`src/rtl/multicycle_control.sv`:
```
// multicycle_control: Moore control FSM for a multicycle MIPS datapath.
// One shared memory and one shared ALU are sequenced across several cycles.
// Memory states stretch on MemReady, and a wait counter aborts to FETCH on timeout.
module multicycle_control #(
    parameter int unsigned MEM_TIMEOUT = 15,
    parameter int unsigned CNT_WIDTH   = 4
) (
    input  logic       clk,
    input  logic       reset,
    input  logic [5:0] OP,
    input  logic       Zero,
    input  logic       MemReady,
    output logic       PCEn,
    output logic       IorD,
    output logic       MemRead,
    output logic       MemWrite,
    output logic       IRWrite,
    output logic       RegDst,
    output logic       MemtoReg,
    output logic       RegWrite,
    output logic       ALUSrcA,
    output logic [1:0] ALUSrcB,
    output logic       ZeroExt,
    output logic [2:0] ALUOp,
    output logic [1:0] PCSource,
    output logic       InstrDone,
    output logic       IllegalOp,
    output logic       MemError,
    output logic [3:0] State
);

    typedef enum logic [3:0] {
        FETCH   = 4'd0,
        DECODE  = 4'd1,
        MEM_ADR = 4'd2,
        MEM_RD  = 4'd3,
        MEM_WB  = 4'd4,
        MEM_WR  = 4'd5,
        R_EXE   = 4'd6,
        R_WB    = 4'd7,
        BRANCH  = 4'd8,
        JUMP    = 4'd9,
        I_EXE   = 4'd10,
        I_WB    = 4'd11
    } state_t;

    localparam logic [5:0] OP_RTYPE = 6'h00;
    localparam logic [5:0] OP_J     = 6'h02;
    localparam logic [5:0] OP_BEQ   = 6'h04;
    localparam logic [5:0] OP_BNE   = 6'h05;
    localparam logic [5:0] OP_ADDI  = 6'h08;
    localparam logic [5:0] OP_ANDI  = 6'h0C;
    localparam logic [5:0] OP_ORI   = 6'h0D;
    localparam logic [5:0] OP_LUI   = 6'h0F;
    localparam logic [5:0] OP_LW    = 6'h23;
    localparam logic [5:0] OP_SW    = 6'h2B;

    state_t               state_q;
    state_t               state_d;
    logic [CNT_WIDTH-1:0] cnt_q;
    logic [CNT_WIDTH-1:0] cnt_d;
    logic                 mem_wait;
    logic                 timeout;
    logic                 illegal;

    // Wait detection in memory states and the timeout guard on the wait counter
    always_comb begin
        mem_wait = 1'b0;
        if ((state_q == FETCH) || (state_q == MEM_RD) || (state_q == MEM_WR)) begin
            mem_wait = ~MemReady;
        end
        timeout = mem_wait && (cnt_q == CNT_WIDTH'(MEM_TIMEOUT));
        cnt_d   = '0;
        if (mem_wait && !timeout) begin
            cnt_d = cnt_q + CNT_WIDTH'(1);
        end
    end

    // Opcode legality as seen in DECODE
    always_comb begin
        illegal = 1'b1;
        case (OP)
            OP_RTYPE, OP_J, OP_BEQ, OP_BNE, OP_ADDI,
            OP_ANDI, OP_ORI, OP_LUI, OP_LW, OP_SW: illegal = 1'b0;
            default:                                illegal = 1'b1;
        endcase
    end

    // Next-state selection; a timeout overrides everything and returns to FETCH
    always_comb begin
        state_d = state_q;
        case (state_q)
            FETCH:   if (MemReady) state_d = DECODE;
            DECODE: begin
                case (OP)
                    OP_RTYPE:                          state_d = R_EXE;
                    OP_LW, OP_SW:                      state_d = MEM_ADR;
                    OP_BEQ, OP_BNE:                    state_d = BRANCH;
                    OP_J:                              state_d = JUMP;
                    OP_ADDI, OP_ANDI, OP_ORI, OP_LUI:  state_d = I_EXE;
                    default:                           state_d = FETCH;
                endcase
            end
            MEM_ADR: state_d = (OP == OP_SW) ? MEM_WR : MEM_RD;
            MEM_RD:  if (MemReady) state_d = MEM_WB;
            MEM_WR:  if (MemReady) state_d = FETCH;
            R_EXE:   state_d = R_WB;
            I_EXE:   state_d = I_WB;
            default: state_d = FETCH;
        endcase
        if (timeout) begin
            state_d = FETCH;
        end
    end

    // Datapath controls decoded from the current state; strobes are forced low in reset
    always_comb begin
        PCEn      = 1'b0;
        IorD      = 1'b0;
        MemRead   = 1'b0;
        MemWrite  = 1'b0;
        IRWrite   = 1'b0;
        RegDst    = 1'b0;
        MemtoReg  = 1'b0;
        RegWrite  = 1'b0;
        ALUSrcA   = 1'b0;
        ALUSrcB   = 2'b00;
        ZeroExt   = 1'b0;
        ALUOp     = 3'b000;
        PCSource  = 2'b00;
        InstrDone = 1'b0;
        IllegalOp = 1'b0;
        MemError  = timeout;
        case (state_q)
            FETCH: begin
                MemRead = 1'b1;
                ALUSrcB = 2'b01;
                IRWrite = MemReady;
                PCEn    = MemReady;
            end
            DECODE: begin
                ALUSrcB   = 2'b11;
                IllegalOp = illegal;
                InstrDone = illegal;
            end
            MEM_ADR: begin
                ALUSrcA = 1'b1;
                ALUSrcB = 2'b10;
            end
            MEM_RD: begin
                IorD    = 1'b1;
                MemRead = 1'b1;
            end
            MEM_WB: begin
                MemtoReg  = 1'b1;
                RegWrite  = 1'b1;
                InstrDone = 1'b1;
            end
            MEM_WR: begin
                IorD      = 1'b1;
                MemWrite  = 1'b1;
                InstrDone = MemReady;
            end
            R_EXE: begin
                ALUSrcA = 1'b1;
                ALUOp   = 3'b111;
            end
            R_WB: begin
                RegDst    = 1'b1;
                RegWrite  = 1'b1;
                InstrDone = 1'b1;
            end
            I_EXE: begin
                ALUSrcA = 1'b1;
                ALUSrcB = 2'b10;
                ZeroExt = (OP == OP_ANDI) || (OP == OP_ORI);
                case (OP)
                    OP_ANDI: ALUOp = 3'b011;
                    OP_ORI:  ALUOp = 3'b010;
                    OP_LUI:  ALUOp = 3'b100;
                    default: ALUOp = 3'b000;
                endcase
            end
            I_WB: begin
                RegWrite  = 1'b1;
                InstrDone = 1'b1;
            end
            BRANCH: begin
                ALUSrcA   = 1'b1;
                ALUOp     = 3'b001;
                PCSource  = 2'b01;
                PCEn      = (OP == OP_BNE) ? ~Zero : Zero;
                InstrDone = 1'b1;
            end
            JUMP: begin
                PCSource  = 2'b10;
                PCEn      = 1'b1;
                InstrDone = 1'b1;
            end
            default: begin
                PCEn = 1'b0;
            end
        endcase
        if (reset) begin
            PCEn      = 1'b0;
            MemRead   = 1'b0;
            MemWrite  = 1'b0;
            IRWrite   = 1'b0;
            RegWrite  = 1'b0;
            InstrDone = 1'b0;
            IllegalOp = 1'b0;
            MemError  = 1'b0;
        end
    end

    // State and wait-counter registers
    always_ff @(posedge clk) begin
        if (reset) begin
            state_q <= FETCH;
            cnt_q   <= '0;
        end else begin
            state_q <= state_d;
            cnt_q   <= cnt_d;
        end
    end

    assign State = state_q;

endmodule

```
`config.mk`:
```
export PLATFORM = sky130hd
export DESIGN_NAME = multicycle_control
export DESIGN_NICKNAME = d
export VERILOG_FILES = /design/src/rtl/multicycle_control.sv
export SDC_FILE = /design/constraint.sdc
export NUM_CORES = 1
export LEC_CHECK = 0
export CORE_AREA = 2 2 50 52
export CTS_CLUSTER_SIZE = 14
export DETAILED_ROUTE_END_ITERATION = 16
export DIE_AREA = 0 0 52 54
export HOLD_SLACK_MARGIN = 0.1
export PLACE_DENSITY = 0.82
export SETUP_SLACK_MARGIN = 0.4
export SKIP_CTS_REPAIR_TIMING = 1
export SLEW_MARGIN = 10
export SYNTH_ARGS = -nofsm -noshare
export SYNTH_HDL_FRONTEND = slang
export SYNTH_SLANG_ARGS = --single-unit
export TNS_END_PERCENT = 1
```
`constraint.sdc`:
```
create_clock -name clk -period 1.5 [get_ports clk]
set_input_delay 0.15 -clock clk [delete_from_list [all_inputs] [get_ports clk]]
set_output_delay 0.15 -clock clk [all_outputs]
set_load 0.05 [all_outputs]
```
==> metrics, run 1 <==
critical path type flip-flop to output port; Critical Path Sink Type output port; Initial DRC Count 75; PD cells roughly 440 nW/µm²; CTS tree yes; leakage power 0.904 nW; die span in x 52 µm; register area share after synthesis 0.188; largest net degree at the start of global routing 12; Distinct cells, synth 43; layout cells sized above 1 0.561; RR Startpoint State[1]; Flop pwr share 0.268; number of I/O pins 34; EDFF count, synth 0; HP Class flip-flop to flip-flop; clock buffer depth 2; Main synth FF type dfxtp_1; # rows 18; Detailed Place HPWL between 2 and 3 mm; r2r endpoint State[2]; Max Fanout on Critical Path 9; Int Power approximately 0.53 mW; Rel. slew slack 0.729; R2R depth 6; total wire length between 4 and 5 mm; Final WS setup -0.338 ns; crit start category flip-flop; Final Hold Viols 0; P_sw approximately 0.32 mW; P&R area growth vs syn 131%; vias in the first global route roughly 1200; Max Clock Skew 0.00552 ns; Pre-antenna DRT Iters 4; maximum vdd drop between 400 and 500 µV; Final Max Slew Viols 0; ys async rst share 0; measured slew at the worst slew-check pin between 0.4 and 0.5 ns; Tot Pwr around 0.86 mW; vias per cell approximately 5.9; Max Clk Rate about 540 MHz; Data arrival, critical path between 1.5 and 2 ns; RSZ-0062 raised after global routing true; WL/cell between 15 and 20 µm; via count around 1300; crit path to InstrDone; post-synthesis register bit count 8; synth warn 0; most common cell after layout, fill and taps aside buf_4; core box area 2320 µm²; period utilisation layout 1.23; combinational power share 0.517; final total negative setup slack -3.50 ns; Final setup viols 19; H-tree levels 1; clk root buf clkbuf_4; Final nets 210; most frequent cells in the layout 42 x buf_4, 20 x buf_12, 17 x nor2_1; Die Ht about 54 µm; failing checks negative setup slack; CTS clk-pin slew, worst paths about 0.050 ns; global route total overflow 0; TritonCTS buffer count 3; WP data required 1.35 ns; n_diodes 0; Tmin final 1.84 ns; die footprint between 2000 and 3000 µm²; initial antenna violation count 0; clk_lat worst skew 0.26 ns; clock power share 0.215; Setup crit start State[1]; Initial Utilization 0.367; status finished, violations left; DRC 0; Total Routing Usage GR 0.259; RePlAce Congestion 1.02; synthesized area around 850 µm²; switch share 0.379; synthesized area per cell roughly 6.9 µm²; Sink Count 8; global-route wire length before repair between 5 and 6 mm; max-cap violations 0; Setup Slack @ Placement -0.499 ns; DRT antenna net count 0; # port buffers 33; setup slack, reg-to-reg -0.04 ns; Syn Inst Count roughly 120; Syn Nets 135
[critical path, stage by stage, from the launching register on]
cell and delay (ns):
dfxtp_4 0.38, buf_4 0.16, inv_2 0.10, nand2_1 0.14, nor2_1 0.14, o21ai_0 0.12
a21o_2 0.23, buf_8 0.15
[through the flow]
stage,instance area [µm²],utilization,hold slack (ns),instances
CTS,1790,0.772,0.452,225
detailed placement,1760,0.761,0.442,221
finish,1970,0.849,0.458,228
global placement,1760,0.761,0.427,221
global route,1970,0.849,0.467,228
floorplan,943,-,0.363,124
[power by group through the flow]
stage	combinational (mW)	clock (mW)	sequential, mW
after global routing	0.464	0.187	0.230
final	0.443	0.184	0.230
after global placement	0.380	0	0.235
after detailed placement	0.392	0	0.236
after floorplan	0.183	0	0.241
after CTS	0.393	0.177	0.231
[state kept, by name, summed over array words and instances, names as in the netlist]
signal	flops
State	4
cnt_q	4
[layout make-up]
class / instances / area [µm²]
Sequential cell: 8 / 175
Tap cell: 30 / 37.5
Inverter: 7 / 26.3
Fill cell: 101 / 350
Multi-Input combinational cell: 102 / 808
Timing Repair Buffer: 77 / 896
Clock buffer: 4 / 26.3
[worst min-delay path by stage]
stage                         from  cells after the start  slack, ns  endpoint
after CTS                 cnt_q[0]                      1       0.45  cnt_q[0]
after detailed placement  cnt_q[0]                      1       0.44  cnt_q[0]
after global routing      cnt_q[0]                      1       0.47  cnt_q[0]
after global placement    cnt_q[0]                      1       0.43  cnt_q[0]
final                     cnt_q[0]                      1       0.46  cnt_q[0]
after floorplan              OP[5]                      3       0.36  State[3]
[cells in the mapped netlist, drive strengths merged (3+ instances only)]
cell type / count / area, µm²
nor2: 24 / 90.1
nand2: 9 / 33.8
nor3: 9 / 45.0
dfxtp: 8 / 160
inv: 7 / 26.3
buf: 6 / 35.0
nand2b: 5 / 38.8
o21ai: 5 / 25.0
a21oi: 4 / 23.8
nand3: 4 / 20.0
a31oi: 3 / 18.8
nand3b: 3 / 22.5
nor2b: 3 / 18.8
nor4b: 3 / 45.0
[cell families after synthesis]
kind of cell	Yosys count	synth area share
xor+xnor	4	0.0411
flops	8	0.188
mux	1	0.0132
compound gates	27	0.216
buf+inv	14	0.0764
simple gates	68	0.438
fa+ha+maj	2	0.0279
[metal layers]
metal  global-route usage  routed length [µm]  vias to the layer above
met5                    0                   0                        -
met3               0.0417                 343                       25
li1                     -                   -                      589
met2                0.460                2160                      105
met4                0.162                 231                        0
met1                0.287                1550                      628
Note: power is estimated with default switching activity, not from simulation.
==> run 2: changes to the inputs <==
ABC_AREA = 1   (was unset)
CORE_AREA = 2 2 49 51   (was 2 2 50 52)
CTS_CLUSTER_SIZE = unset   (was 14)
DIE_AREA = 0 0 51 53   (was 0 0 52 54)
PLACE_DENSITY = 0.83   (was 0.82)
SKIP_CTS_REPAIR_TIMING = unset   (was 1)
==> run 2 against run 1 <==
The run still ends with negative setup slack left. Sequential power up 2%. Core utilization is 1.2 points higher. Critical path depth rose by 1. Combinational power up 12%. First-iteration DRC count increased by 17%. Global-route usage up 2.0 points. Sequential cell count stayed put. Critical path type unchanged. Largest power group unchanged.
==> metrics, run 2 <==
Layout fillers 106 (+5.0%); core box area 2150 µm² (-7.4%); status finished, violations left; # rows 17 (-1); initial antenna violation count 0 (unchanged); Syn Nets 161 (+19%); register area share after synthesis 0.195 (+0.00657); clk root buf clkbuf_4; synthesized area 823 µm² (-3.4%); die footprint 2700 µm² (-3.7%); grt peak-use layer met2; global-route wire length before repair 5.69 mm (+5.6%); CTS clk-pin slew, worst paths 0.06 ns (about the same); Largest delay share family, worst path simple AND/OR/NAND/NOR gates; Die Ht 53 µm (-1.9%); PD cells 488 nW/µm² (+12%); DRC 0 (unchanged); Initial Utilization 0.383 (+0.0159); period utilisation layout 1.18 (-0.0405); Tmin final 1.78 ns (-0.0608 ns); most common cell after layout, fill and taps aside buf_4; P_sw 0.380 mW (+17%); post-synth top area cell dfxtp_1; Max Clk Rate 563 MHz (+3.4%); Flop pwr share 0.259 (-0.009); met3 GRT Util 0.0508 (+0.00918); Pre-antenna DRT Iters 5 (+1); clock buffer depth 2 (unchanged); Multi-input gate area 716 µm² (-11%); Max Fanout on Critical Path 6 (-3); failing checks negative setup slack; Rel. slew slack 0.769 (+0.0398); WL/cell 18.3 µm (-2.6%); Cell Chain, Critical Path inv_4 > nand2_4 > nor2_4 > inv_2 > nor3_2 > nand4_1 > nand2_2 > buf_12; HP Class flip-flop to flip-flop; CTS tree yes; Initial DRC Count 88 (+17%); combinational power share 0.550 (+0.033); crit-path max cell delay 0.39 ns (about the same); crit start category flip-flop; switch share 0.420 (+0.0409); Final Max Slew Viols 0 (unchanged); total wire length 4.54 mm (+6.0%); critical path's slowest cell dfxtp_4; Syn Inst Count 150 (+21%); global route total overflow 0 (unchanged); final total negative setup slack -2.96 ns (+0.536 ns); Distinct cells, synth 22 (-49%); Main synth FF type dfxtp_1; Synth area leaders dfxtp_1 19%, nor2_1 16%, nand2_1 12%, inv_1 11%, nand3_1 9.1%; CTS hold repair buffers 0; most frequent cells in the layout 36 x buf_4, 24 x nor2_1, 20 x nand2_1, 20 x buf_12, 18 x inv_1; EDFF count, synth 0 (unchanged); vias per cell 5.67 (-4.0%); # port buffers 33 (unchanged); via count 1407 (+4.5%); WP data required 1.35 ns (about the same); FF/Latch Area 175 µm² (unchanged); vias in the first global route 1289 (+4.0%); Final WS setup -0.277 ns (+0.0608 ns); clk_lat worst skew 0.26 ns (about the same); Final Hold Viols 0 (unchanged); GR Util met2 0.528 (+0.0682); post-synthesis register bit count 8 (unchanged); worst path bufs/invs 3 (unchanged); dpl cells 234 (+5.9%); synth warn 0 (unchanged); RSZ-0062 raised after global routing true; TritonCTS buffer count 3 (unchanged); Total Routing Usage GR 0.278 (+0.0198); largest net degree at the start of global routing 7 (-5); leakage power 0.864 nW (-4.4%); commonest cells in the netlist 36 x nor2_1, 26 x nand2_1, 24 x inv_1; max-cap violations 0 (unchanged); final core utilization 0.861 (+0.0124); RePlAce Congestion 0.852 (-16%); Critical Path Sink Type output port; n_diodes 0 (unchanged); clock power share 0.190 (-0.025); critical path type flip-flop to output port; Sink Count 8 (unchanged); most numerous cell in the Yosys netlist nor2_1; Final nets 233 (+11%); DRT antenna net count 0 (unchanged); die span in x 51 µm (-1.9%); Detailed Place HPWL 2.57 mm (-2.3%); Int Power 0.524 mW (-1.5%); Data arrival, critical path 1.63 ns (-0.06 ns); met1 Track Usage GR 0.290 (+0.00273); ys async rst share 0 (unchanged); maximum vdd drop 650 µV (+33%); Final setup viols 22 (+3); measured slew at the worst slew-check pin 0.345 ns (-0.0571 ns); number of I/O pins 34 (unchanged); synthesized area per cell 5.49 µm² (-20%); P&R area growth vs syn 125%; layout cells sized above 1 0.514 (-0.0470); Final Non-Filler Cells 248 (+8.8%); Yosys top cell area share 0.195 (+0.00657); Max Clock Skew 0.000398 ns (-0.00512 ns); H-tree levels 1 (unchanged)
## run 2: cell count changes after synthesis, sizes merged, moves of 4 or more
cell	previous run	this run
nor2	24	39
inv	7	26
nand2b	5	1
nor3	9	3
nand2	9	33
buf	6	1
nand3	4	15
o21ai	5	11
## run 2: power groups by stage
| stage | clock network (mW) | logic (mW) | registers (mW) |
|---|---|---|---|
| 3_3_place_gp | 0 | 0.402 | 0.235 |
| 6_report | 0.172 | 0.497 | 0.235 |
| 5_1_grt | 0.186 | 0.512 | 0.234 |
| 4_1_cts | 0.166 | 0.436 | 0.232 |
| 2_1_floorplan | 0 | 0.204 | 0.250 |
| 3_5_place_dp | 0 | 0.415 | 0.236 |
## run 2: kinds of logic after synthesis
logic type,synth area share
AO/OA/AOI/OAI,0.131
XOR/XNOR,0.0213
adder cells (fa/ha/maj),0.0152
buffers and inverters,0.128
flip-flops,0.195
AND/OR/NAND/NOR,0.511
## run 2: repair_timing
| action | in CTS | in global routing |
|---|---|---|
| gates resized for setup | 29 | 12 |
| pin swaps | 12 | 11 |
| endpoints found under the setup margin | 28 | 30 |
| setup buffers | 5 | 6 |
## run 2: layout make-up
type                    count  area share
flip-flops and latches      8      0.0947
well taps                  28      0.0189
inverters                  26      0.0581
multi-input cells         115       0.387
clock buffers               3      0.0122
repair buffers             68       0.429
## run 2: metal layers
layer  wire [µm]  up-vias
li1            -      616
met1        1640      655
met2        2320      101
met3         338       35
met4         241        0
met5           0        -
## run 2: worst paths after layout
check	startpoint	to	slack, ns	cells past startpoint
setup / recovery	State[1]	InstrDone	-0.28	8
hold / removal	cnt_q[0]	cnt_q[0]	0.47	1
setup reg to reg	State[1]	cnt_q[3]	-0.05	10
hold reg to reg	cnt_q[0]	cnt_q[0]	0.47	1
## run 2: stage by stage
| stage | instance area (µm²) | hold slack, ns | power [mW] | worst slack [ns] |
|---|---|---|---|---|
| floorplan | 925 | 0.395 | 0.454 | -0.0753 |
| global placement | 1650 | 0.428 | 0.636 | -0.182 |
| detailed placement | 1650 | 0.451 | 0.651 | -0.212 |
| CTS | 1760 | 0.464 | 0.835 | -0.162 |
| global route | 1850 | 0.487 | 0.932 | -0.290 |
| finish | 1850 | 0.470 | 0.904 | -0.277 |
==> run 3: changes to the inputs <==
CTS_BUF_LIST = sky130_fd_sc_hd__clkbuf_8   (was unset)
==> run 3 against run 2 <==
The run still ends with negative setup slack left. Critical path depth stayed put. Design area rose by 1.4%. Maximum frequency grew 3.5%. Core utilization up 1.2 points. First-iteration DRC count shrank 11%. Sequential share of layout area down 0.13 points. Total power rose by 10%. Via count rose by 1.1%. Combinational power is 3% lower. Highest routed layer unchanged.
==> metrics, run 3 (synthesis gave the netlist of run 2 again) <==
status finished, violations left; failing checks negative setup slack; DRT antenna net count 0 (unchanged); max-cap violations 0 (unchanged); RSZ-0062 raised after global routing true; setup slack, reg-to-reg 0.05 ns (+0.10 ns); CTS clk-pin slew, worst paths 0.05 ns (about the same); R2R depth 7 (-3); n_diodes 0 (unchanged); placed cell area 1650 µm² (unchanged); clk root buf clkbuf_8; global-route wire length before repair 5.90 mm (+3.6%); Tot Pwr 0.998 mW (+10%); maximum vdd drop 639 µV (-1.7%); Initial DRC Count 78 (-11%); Fin Hold WS 0.456 ns (-0.0142 ns); vias in the first global route 1348 (+4.6%); leakage power 0.878 nW (+1.7%); Final WS setup -0.217 ns (+0.0609 ns); Final nets 231 (-0.86%); core box area 2150 µm² (unchanged); Multi-input gate area 737 µm² (+3.0%); Final Max Slew Viols 0 (unchanged); met2 WL post-DR 2.37 mm (+2.0%); Layout fillers 91 (-14%); RR Startpoint State[3]; Critical Path Sink Type output port; initial antenna violation count 0 (unchanged); measured slew at the worst slew-check pin 0.313 ns (-0.0324 ns); CTS tree yes; WP data required 1.35 ns (about the same); vias per cell 5.78 (+1.9%); P&R area growth vs syn 128%; period utilisation layout 1.14 (-0.0406); H-tree levels 1 (unchanged); Final Hold Viols 0 (unchanged); Setup Slack @ Placement -0.212 ns (unchanged); Max Clk Rate 583 MHz (+3.5%); # rows 17 (unchanged); Data arrival, critical path 1.57 ns (-0.06 ns); crit path to InstrDone; design area 1880 µm² (+1.4%); most frequent cells in the layout 33 x buf_4, 25 x nor2_1, 20 x buf_12; RePlAce Congestion 0.852 (unchanged); PD cells 532 nW/µm² (+8.9%); number of I/O pins 34 (unchanged); total wire length 4.71 mm (+3.8%); routed wl met3 355 µm (+5.0%); hold_sp cnt_q[0]; highest routing layer actually used met4; wl on met1 1.62 mm (-1.2%); DRC 0 (unchanged); Total Routing Usage GR 0.287 (+0.00842); critical path type flip-flop to output port; Detailed Place HPWL 2.57 mm (unchanged); largest net degree at the start of global routing 7 (unchanged); Tmin final 1.72 ns (-0.0609 ns); most common cell after layout, fill and taps aside buf_4; WL/cell 19.2 µm (+4.6%); Final setup viols 12 (-45%); die span in x 51 µm (unchanged); Max Fanout on Critical Path 5 (-1); final total negative setup slack -1.47 ns (+1.49 ns); Initial Utilization 0.383 (unchanged); crit start category flip-flop; Pre-antenna DRT Iters 5 (unchanged); TritonCTS buffer count 3 (unchanged); clock buffer depth 2 (unchanged); global route total overflow 0 (unchanged); HP Class flip-flop to flip-flop; FF/Latch Area 175 µm² (unchanged); Die Ht 53 µm (unchanged); clk_lat worst skew 0.24 ns (-0.02 ns); Setup crit start State[1]; layout cells sized above 1 0.523 (+0.00930); Max Clock Skew 0.00738 ns (+0.00698 ns); # port buffers 33 (unchanged); Sink Count 8 (unchanged); via count 1422 (+1.1%); Rel. slew slack 0.791 (+0.0217); r2r endpoint State[0]; die footprint 2700 µm² (unchanged)
## run 3: cell types whose count changed in the layout (fill, tap and decap cells not counted), sizes merged
cell,previous run,this run
buf,59,57
## run 3: layout make-up
class                      count  share of cell area
timing repair buffer          66               0.416
tap                           28              0.0187
clock buffer                   3              0.0220
multi-input combinational    115               0.393
inverter                      26              0.0574
sequential                     8              0.0934
## run 3: metrics by stage
stage	instances	util
2_1_floorplan	150	-
3_3_place_gp	234	0.769
3_5_place_dp	234	0.769
4_1_cts	243	0.832
5_1_grt	246	0.873
6_report	246	0.873
## run 3: power breakdown
group	total, mW	leakage (nW)	switching, mW	internal (mW)
clock network	0.280	0.0216	0.105	0.176
logic	0.481	0.789	0.280	0.200
registers	0.237	0.0680	0.0191	0.218
## run 3: worst min path at each step
stage | endpoint | slack, ns | cells after the start
after floorplan | State[2] | 0.40 | 3
after global placement | cnt_q[0] | 0.43 | 1
after detailed placement | cnt_q[0] | 0.45 | 1
after CTS | cnt_q[0] | 0.46 | 1
after global routing | cnt_q[0] | 0.48 | 1
final | cnt_q[0] | 0.46 | 1
## run 3: timing repair
action	in CTS	in global routing
setup buffers	6	3
pin swaps	13	10
hold buffers	0	0
endpoints found under the setup margin	28	31
resized for setup	28	19
gates cloned	0	0
## run 3: per-layer routing
layer / GRT usage / vias up
met1: 0.298 / 670
met3: 0.0395 / 36
met2: 0.550 / 107
li1: - / 609
met5: 0 / -
met4: 0.158 / 0
## run 3: critical path: stages, from the launching register on
cell and delay [ns]:
dfxtp_4 0.38, inv_4 0.08, nand2_4 0.07, nor2_4 0.13
inv_2 0.06, nor3_2 0.09, nand4_1 0.20, nand2_2 0.17
buf_12 0.15
